===== config.mk =====
export PLATFORM = sky130hd
export DESIGN_NAME = proj_lut_eval
export DESIGN_NICKNAME = d
export VERILOG_FILES = /design/src/rtl/proj_lut_eval_pkg.sv /design/src/rtl/proj_lut_eval_ram.sv /design/src/rtl/proj_lut_eval.sv
export SDC_FILE = /design/constraint.sdc
export NUM_CORES = 1
export LEC_CHECK = 0
export ABC_AREA = 1
export CAP_MARGIN = 10
export CORE_AREA = 2 2 103 105
export DETAILED_ROUTE_END_ITERATION = 8
export DIE_AREA = 0 0 105 107
export GPL_TIMING_DRIVEN = 0
export PLACE_DENSITY_LB_ADDON = 0.3
export SLEW_MARGIN = 0
export SYNTH_ARGS = -nofsm -noshare
export SYNTH_HDL_FRONTEND = slang
export SYNTH_HIERARCHICAL = 1
export SYNTH_SLANG_ARGS = --single-unit

===== constraint.sdc =====
create_clock -name clk -period 2.6 [get_ports clk]
set_input_delay 0.78 -clock clk [delete_from_list [all_inputs] [get_ports clk]]
set_output_delay 0.78 -clock clk [all_outputs]
set_load 0.05 [all_outputs]

===== src/rtl/proj_lut_eval_pkg.sv =====
// -----------------------------------------------------------------------------
// proj_lut_pkg
//
// Shared definitions for the projection LUT evaluator and the code that checks
// it.
//   N_IN_DEF / N_OUT_DEF : default number of function inputs and outputs.
//   PROJ_MAX_W           : widest address proj_apply can handle.
//   proj_word_t          : fixed-width carrier type for proj_apply. Callers
//                          zero-extend into it and truncate the result back
//                          to their own width.
//   proj_apply()         : forces every masked input bit to its value bit.
//                          Unmasked bits pass through unchanged.
// -----------------------------------------------------------------------------
package proj_lut_pkg;

    localparam int N_IN_DEF   = 6;
    localparam int N_OUT_DEF  = 1;
    localparam int PROJ_MAX_W = 32;

    typedef logic [PROJ_MAX_W-1:0] proj_word_t;

    // Computes the D-reduced address.
    // Bits with mask=1 come from val; all other bits come from x.
    function automatic proj_word_t proj_apply(input proj_word_t x,
                                              input proj_word_t mask,
                                              input proj_word_t val);
        return (x & ~mask) | (val & mask);
    endfunction

endpackage


===== src/rtl/proj_lut_eval_ram.sv =====
// -----------------------------------------------------------------------------
// proj_lut_ram
//
// Truth table holding 2^N_IN rows of N_OUT bits each. It has:
//   - one write port,
//   - one registered read port,
//   - a synchronous reset that clears every row and the read register.
//
// Ports
//   clk    in   clock, rising edge
//   rst    in   synchronous active-high reset
//   we     in   write strobe
//   waddr  in   row to write
//   wdata  in   row contents
//   re     in   read enable. rdata only changes on cycles where re is high.
//   raddr  in   row to read
//   rdata  out  registered read data
// -----------------------------------------------------------------------------
module proj_lut_ram
    import proj_lut_pkg::*;
#(
    parameter int N_IN  = N_IN_DEF,
    parameter int N_OUT = N_OUT_DEF
) (
    input  logic             clk,
    input  logic             rst,
    input  logic             we,
    input  logic [N_IN-1:0]  waddr,
    input  logic [N_OUT-1:0] wdata,
    input  logic             re,
    input  logic [N_IN-1:0]  raddr,
    output logic [N_OUT-1:0] rdata
);

    localparam int DEPTH = 1 << N_IN;

    logic [N_OUT-1:0] mem [DEPTH];

    // rdata doubles as the output register of the evaluator. Holding it
    // whenever re is low is what keeps the result stable under backpressure.
    always_ff @(posedge clk) begin
        if (rst) begin
            for (int i = 0; i < DEPTH; i++) begin
                mem[i] <= '0;
            end
            rdata <= '0;
        end else begin
            if (we) begin
                mem[waddr] <= wdata;
            end
            if (re) begin
                rdata <= mem[raddr];
            end
        end
    end

endmodule


===== src/rtl/proj_lut_eval.sv =====
// -----------------------------------------------------------------------------
// proj_lut_eval
//
// Two-stage pipelined evaluator for N_OUT Boolean functions of N_IN inputs.
//   - The functions come from a runtime-loadable truth table.
//   - A programmable projection forces selected inputs to constants before
//     the lookup.
//   - Pipeline stages:
//       S1 registers the projected address.
//       S2 registers the table row (out_y) and the address (out_x).
//   - Valid/ready on both sides with a full stall.
//   - Config writes are only accepted when the pipeline is empty.
//
// Optional build macro: PROJ_LUT_EVAL_CNT_EN.
// When defined, this adds:
//   - eval_cnt : a saturating count of output handshakes,
//   - cnt_clr  : a synchronous clear for eval_cnt.
//
// Ports
//   clk, rst              clock / synchronous active-high reset
//   cfg_we/addr/data      truth-table write port
//   cfg_ready             high when a table or projection write is accepted
//   proj_we/mask/val      projection register update
//   in_valid/ready/x      input vector handshake
//   out_valid/ready/y/x   result handshake: out_y = table row, out_x = address
//   cnt_clr, eval_cnt     (PROJ_LUT_EVAL_CNT_EN only) counter clear / value
// -----------------------------------------------------------------------------
module proj_lut_eval
    import proj_lut_pkg::*;
#(
    parameter int N_IN  = N_IN_DEF,
    parameter int N_OUT = N_OUT_DEF,
    parameter int CNT_W = 16
) (
    input  logic             clk,
    input  logic             rst,
    input  logic             cfg_we,
    input  logic [N_IN-1:0]  cfg_addr,
    input  logic [N_OUT-1:0] cfg_data,
    output logic             cfg_ready,
    input  logic             proj_we,
    input  logic [N_IN-1:0]  proj_mask,
    input  logic [N_IN-1:0]  proj_val,
    input  logic             in_valid,
    output logic             in_ready,
    input  logic [N_IN-1:0]  in_x,
    output logic             out_valid,
    input  logic             out_ready,
    output logic [N_OUT-1:0] out_y,
    output logic [N_IN-1:0]  out_x
`ifdef PROJ_LUT_EVAL_CNT_EN
    ,
    input  logic             cnt_clr,
    output logic [CNT_W-1:0] eval_cnt
`endif
);

    logic            s1_valid;
    logic            s2_valid;
    logic [N_IN-1:0] s1_addr;
    logic [N_IN-1:0] mask_q;
    logic [N_IN-1:0] val_q;
    logic [N_IN-1:0] next_addr;
    logic            s1_adv;
    logic            s2_adv;
    logic            cfg_busy;
    logic            in_fire;
    logic            rd_en;

    // Handshake logic.
    //   - A stage advances when it is empty or its downstream stage advances.
    //   - cfg_ready requires an empty pipeline, so a table or projection
    //     write can never change the result of a vector already in flight.
    //   - A config write takes priority over an input vector in the same
    //     cycle.
    always_comb begin
        s2_adv    = !s2_valid || out_ready;
        s1_adv    = !s1_valid || s2_adv;
        cfg_ready = !s1_valid && !s2_valid && !rst;
        cfg_busy  = (cfg_we || proj_we) && cfg_ready;
        in_ready  = s1_adv && !cfg_busy && !rst;
        in_fire   = in_valid && in_ready;
        rd_en     = s2_adv && s1_valid;
        next_addr = N_IN'(proj_apply(PROJ_MAX_W'(in_x),
                                     PROJ_MAX_W'(mask_q),
                                     PROJ_MAX_W'(val_q)));
    end

    // Pipeline valid bits, S1 address, out_x and the projection registers.
    // out_x is only loaded together with the table read so that it always
    // matches out_y. Both therefore hold while the consumer stalls.
    always_ff @(posedge clk) begin
        if (rst) begin
            s1_valid <= 1'b0;
            s2_valid <= 1'b0;
            s1_addr  <= '0;
            out_x    <= '0;
            mask_q   <= '0;
            val_q    <= '0;
        end else begin
            if (s2_adv) begin
                s2_valid <= s1_valid;
                if (s1_valid) begin
                    out_x <= s1_addr;
                end
            end
            if (s1_adv) begin
                s1_valid <= in_fire;
                if (in_fire) begin
                    s1_addr <= next_addr;
                end
            end
            if (proj_we && cfg_ready) begin
                mask_q <= proj_mask;
                val_q  <= proj_val;
            end
        end
    end

    assign out_valid = s2_valid;

    proj_lut_ram #(
        .N_IN  (N_IN),
        .N_OUT (N_OUT)
    ) u_ram (
        .clk   (clk),
        .rst   (rst),
        .we    (cfg_we && cfg_ready),
        .waddr (cfg_addr),
        .wdata (cfg_data),
        .re    (rd_en),
        .raddr (s1_addr),
        .rdata (out_y)
    );

`ifdef PROJ_LUT_EVAL_CNT_EN
    // Output handshake counter.
    //   - Sticks at all-ones instead of wrapping.
    //   - cnt_clr beats a simultaneous increment.
    always_ff @(posedge clk) begin
        if (rst) begin
            eval_cnt <= '0;
        end else if (cnt_clr) begin
            eval_cnt <= '0;
        end else if (s2_valid && out_ready && (eval_cnt != '1)) begin
            eval_cnt <= eval_cnt + CNT_W'(1);
        end
    end
`else
    // CNT_W only sizes the counter. Without the counter there is nothing
    // to build, so this block is intentionally empty.
    if (CNT_W < 1) begin : g_cnt_w_unused
    end
`endif

endmodule


# Yosys cells after proc, flatten, opt, wreduce, memory -nomap -nowiden
# Memory sizes are Yosys's and may differ from the RTL's. A register that Yosys moved wholly into a read port is not among the register bits.
# Index checks and enable logic that the tools add are counted.
[totals]
regBits = 26
ram_bits = 64
input_bits = 31
out_inout_bits = 10
word_cells = 38
n_memories = 1
[memory_table]
columns = ["name", "words", "width", "rd", "rd_ports_with_merged_regs", "wr", "line", "text"]
rows = [
  ["u_ram.mem", 64, 1, 1, 1, 64, "proj_lut_eval_ram.sv:37", "logic [N_OUT-1:0] mem [DEPTH];"],
]
[op_classes]
mux = 8
bitwise_logic = 4
n_reduce_logical = 19
[op_table]
columns = ["operator", "count"]
rows = [
  ["$and A6 B6 Y6", 2],
  ["$logic_and A1 B1 Y1", 9],
  ["$mux W1", 7],
  ["$mux W6", 1],
  ["$not A6 Y6", 1],
  ["$or A6 B6 Y6", 1],
  ["$logic_not A1 Y1", 4],
  ["$reduce_and A2 Y1", 2],
  ["$logic_or A1 B1 Y1", 3],
  ["$reduce_or A1 Y1", 1],
]

# Depth between registers and ports, before layout
[logic_depth]
word_depth = 9
mapped_depth = 13
depth_no_buf = 11

# Hierarchy
# Netlist, hierarchy kept.
[modules_own_cells]
columns = ["module", "n_inst", "cells_per_inst", "area_each_um2", "seq_area_each_um2"]
rows = [
  ["proj_lut_ram", 1, 442, 3618.5, 1941.9],
  ["proj_lut_eval", 1, 136, 1154.9, 520.5],
]

# Worst setup path after synthesis
# Ideal clock, no wire load.
[synth_path]
kind = "input -> register"
start = "in rst"
end = "mem u_ram/mem[30] (netlist bit) (enable)"
setup_ns = 0.310
t_arrival_ns = 1.877
required_ns = 2.290
slack_ns = 0.413
stages = 8
path_buffers = 1
path_cell_list = "inv_2 nand2_2 nor2_1 nand2_2 inv_1 nand4_1 buf_2 o21ai_0"
[synth_rtl]
columns = ["element", "line", "text"]
rows = [
  ["start: declaration", "proj_lut_eval.sv:36", "input logic rst,"],
  ["end: declaration", "proj_lut_eval_ram.sv:37", ""],
]

# Worst setup path after layout
[layout_path]
start = "in cfg_we"
end = "out in_ready"
[layout_via]
elab_chain_cells = 5
[layout_rtl]
columns = ["element", "line", "text"]
rows = [
  ["start: declaration", "proj_lut_eval.sv:37", "input logic cfg_we,"],
  ["$logic_or A1 B1 Y1", "proj_lut_eval.sv:80", "cfg_busy = (cfg_we || proj_we) && cfg_ready;"],
  ["$logic_and A1 B1 Y1", "proj_lut_eval.sv:80", ""],
  ["$logic_not A1 Y1", "proj_lut_eval.sv:81", "in_ready = s1_adv && !cfg_busy && !rst;"],
  ["$logic_and A1 B1 Y1 (2 in series)", "proj_lut_eval.sv:81", ""],
  ["end: declaration", "proj_lut_eval.sv:45", "output logic in_ready,"],
]
# Every way passes these cells.

==> run metrics <==
status finished clean; CP Max Fanout 2; stages on the worst setup path 6; RSZ-0062 raised after global routing no; final hold slack 462.7 ps; Power Density 551.6 nW/um2; largest net degree at the start of global routing 16; Tmin final 2537 ps; critical path class primary input to output port; layout cells sized above 1 0.1509; final wirelength 13.10 mm; vias per inst 5.547; MaxCap Viol Count 0; Worst R2R End u_ram/mem[30]$_SDFFCE_PN0P_; DRT iter0 DRCs 404; max-slew violation count 0; HPWL Detailed 8.777 mm; First-pass DRT Iterations 5; filler cell count 956; yosys synthesis warning count 6; Critical Path AT 1760 ps; die height 107 um; CP top delay family buffers and inverters; commonest non-fill, non-tap cells in the layout nand2_1 (187), nand3_1 (70), nor2_1 (67); P_sw 794.5 uW; CTS tree yes; syn avg cell area 8.258 um2; root buf cell clkbuf_8; setup TNS 0 ps; Least-Margin Pin Slew 764.5 ps; worst-path cell chain clkdlybuf4s50_1 > clkinv_1 > nand2_1 > nand2_2 > and3_1 > buf_6; Post-Syn Area 4773 um2; Place WS -868.5 ps; Synth Area in Simple Gates 0.3528; Compound-Gate Fraction of Synth Area 0.05374; fin crit share 0.9756; routability-driven placement congestion ratio 0.8678; Die W 105 um; initial antenna violation count 0; Clk pwr share 0.366; non-filler cells, final 779; core area 10,090 um2; # IOs 41; leakage power 2.216 nW; Switching Share 0.2515; Clock Tree Buf Depth 2; final setup fails 0; max incr delay on CP 460 ps; Worst R2R Path Depth 8; Logic pwr share 0.123; Global Route Usage Sum 0.2466; routed len/inst 16.81 um; post-synthesis register bit count 91; Slew headroom 0.4903; Worst Skew 9.681 ps; later-pin clock latency in the skew report 370 ps; clk slew on worst S/H paths 90 ps; Hold Path Class flip-flop to flip-flop; syn_nets 609; first-pass GRT wire length 21.05 mm; sequential cell area fraction in the yosys report 0.5159; Adder-Cell Fraction of Synth Area 0; crit end category output port; Vias 4,321; n_diodes 0; Post-Synth XOR/XNOR Area 0; # placed instances 754; total grt overflow 0; commonest non-fill, non-tap cell in the layout nand2_1; Fmax achieved 394.2 MHz; Hold EP val_q[5]$_SDFFE_PP0P_; Cell variety after synth 29; Final nets 669; number of global-route vias before repair 4,104; Slowest cell on crit path clkdlybuf4s50_1; Crit Reg-Reg Startpoint out_valid$_SDFFE_PP0P_; post-route ant nets 0; area grow syn2layout 20.00%; drc violations 0; Internal 2.365 mW; H-tree levels 3; setup ws final 63.37 ps; r2r setup slk 470 ps; WHS Path Cells 2; Startpoint Class primary input; Initial Util 0.4730; Rows 37; total clock sinks 91; mux contribution to synthesized area 0.01415; Post-Syn Instances 578; critical path required time 1820 ps; Port Buffers 40; Util after Layout 0.5676; DIE AREA 11,240 um2; CTS buffer count 9; sequential share of power 0.511; Bufs and invs on worst path 3; Hold Startpoint val_q[5]$_SDFFE_PP0P_; final hold vios 0; largest family of logic cells by synthesized area simple AND/OR/NAND/NOR gates; Max VDD drop 0.0003189 V
-- cells in the mapped netlist --
cell type	number	area (um2)
nand2_1	187	701.9
nand3_1	71	355.3
nor2_1	67	251.5
edfxtp_1	64	1922
dfxtp_1	27	540.5
inv_1	25	93.84
nor3_1	18	90.09
clkbuf_1	16	60.06
buf_2	13	65.06
nand2_2	13	81.33
o21ai_0	12	60.06
a21oi_2	11	96.34
a21oi_1	10	50.05
o21ai_1	10	50.05
inv_2	6	22.52
mux2_2	6	67.56
nor4_4	6	127.6
buf_6	2	22.52
inv_4	2	12.51
nand4_1	2	12.51
nor3_2	2	20.02
and3_1	1	6.260
buf_4	1	7.510
buf_8	1	15.01
clkinv_1	1	3.750
nand2_4	1	11.26
nand3b_1	1	7.510
nand4_2	1	12.51
nor2_2	1	6.260
-- logic make-up after synthesis --
group                  Yosys count
flip-flops                      91
multiplexers                     6
buffers and inverters           67
AND/OR/NAND/NOR                371
AO/OA/AOI/OAI                   43
-- power groups by stage --
stage / logic (mW) / registers (mW) / clock network [mW]
after floorplan: 0.225 / 1.65 / 0
after global placement: 0.369 / 1.65 / 0
after detailed placement: 0.377 / 1.65 / 0
after CTS: 0.382 / 1.61 / 1.17
after global routing: 0.427 / 1.62 / 1.22
final: 0.390 / 1.61 / 1.16
-- tightest hold or removal path: cells and delay by family, from the launching register on --
kind / cells / cell delay (ps)
and+or+nand+nor: 1 / 60
AOI/OAI and AO/OA: 1 / 50
DFF: 1 / 320
-- flip-flops by register name, summed over array words and instances, names as in the netlist --
name / cells
u_ram/mem: 64
mask_q: 6
out_x: 6
s1_addr: 6
val_q: 6
out_valid: 1
s1_valid: 1
u_ram/rdata: 1
-- routing by layer --
metal / share of wire / global-route usage
met1: 0.40 / 0.3104
met2: 0.46 / 0.3984
met3: 0.099 / 0.06565
met4: 0.034 / 0.1124
met5: 0 / 0
-- per-stage QoR --
step / cell area [um2] / power (mW)
global placement: 5344 / 2.014
floorplan: 4773 / 1.877
global route: 5728 / 3.269
detailed placement: 5344 / 2.025
finish: 5728 / 3.160
CTS: 5689 / 3.170
-- worst max path at each step --
stage / from / end / slack [ps]
6_report: cfg_we / in_ready / 60
5_1_grt: cfg_we / in_ready / 4
4_1_cts: out_ready / in_ready / 10
3_5_place_dp: rst / cfg_ready / -870
3_3_place_gp: rst / cfg_ready / -860
2_1_floorplan: rst / u_ram/mem[30]$_SDFFCE_PN0P_ / 410
-- timing repair --
item / CTS / global route
setup endpoints to repair: 130 / 11
resized for setup: 16 / 5
pin swaps: 5 / 1
buffers inserted: 8 / 1
hold buffers: 0 / 0
-- layout make-up --
type	count	area [um2]	area share
sequential	91	2462	0.4299
multi-input combinational	420	2023	0.3532
timing repair buffer	49	529.3	0.09240
buffer	33	170.2	0.02971
tap	136	170.2	0.02971
inverter	34	132.6	0.02315
clock buffer	9	123.9	0.02163
clock inverter	7	116.4	0.02031
Note: power is estimated with default switching activity, not from simulation.
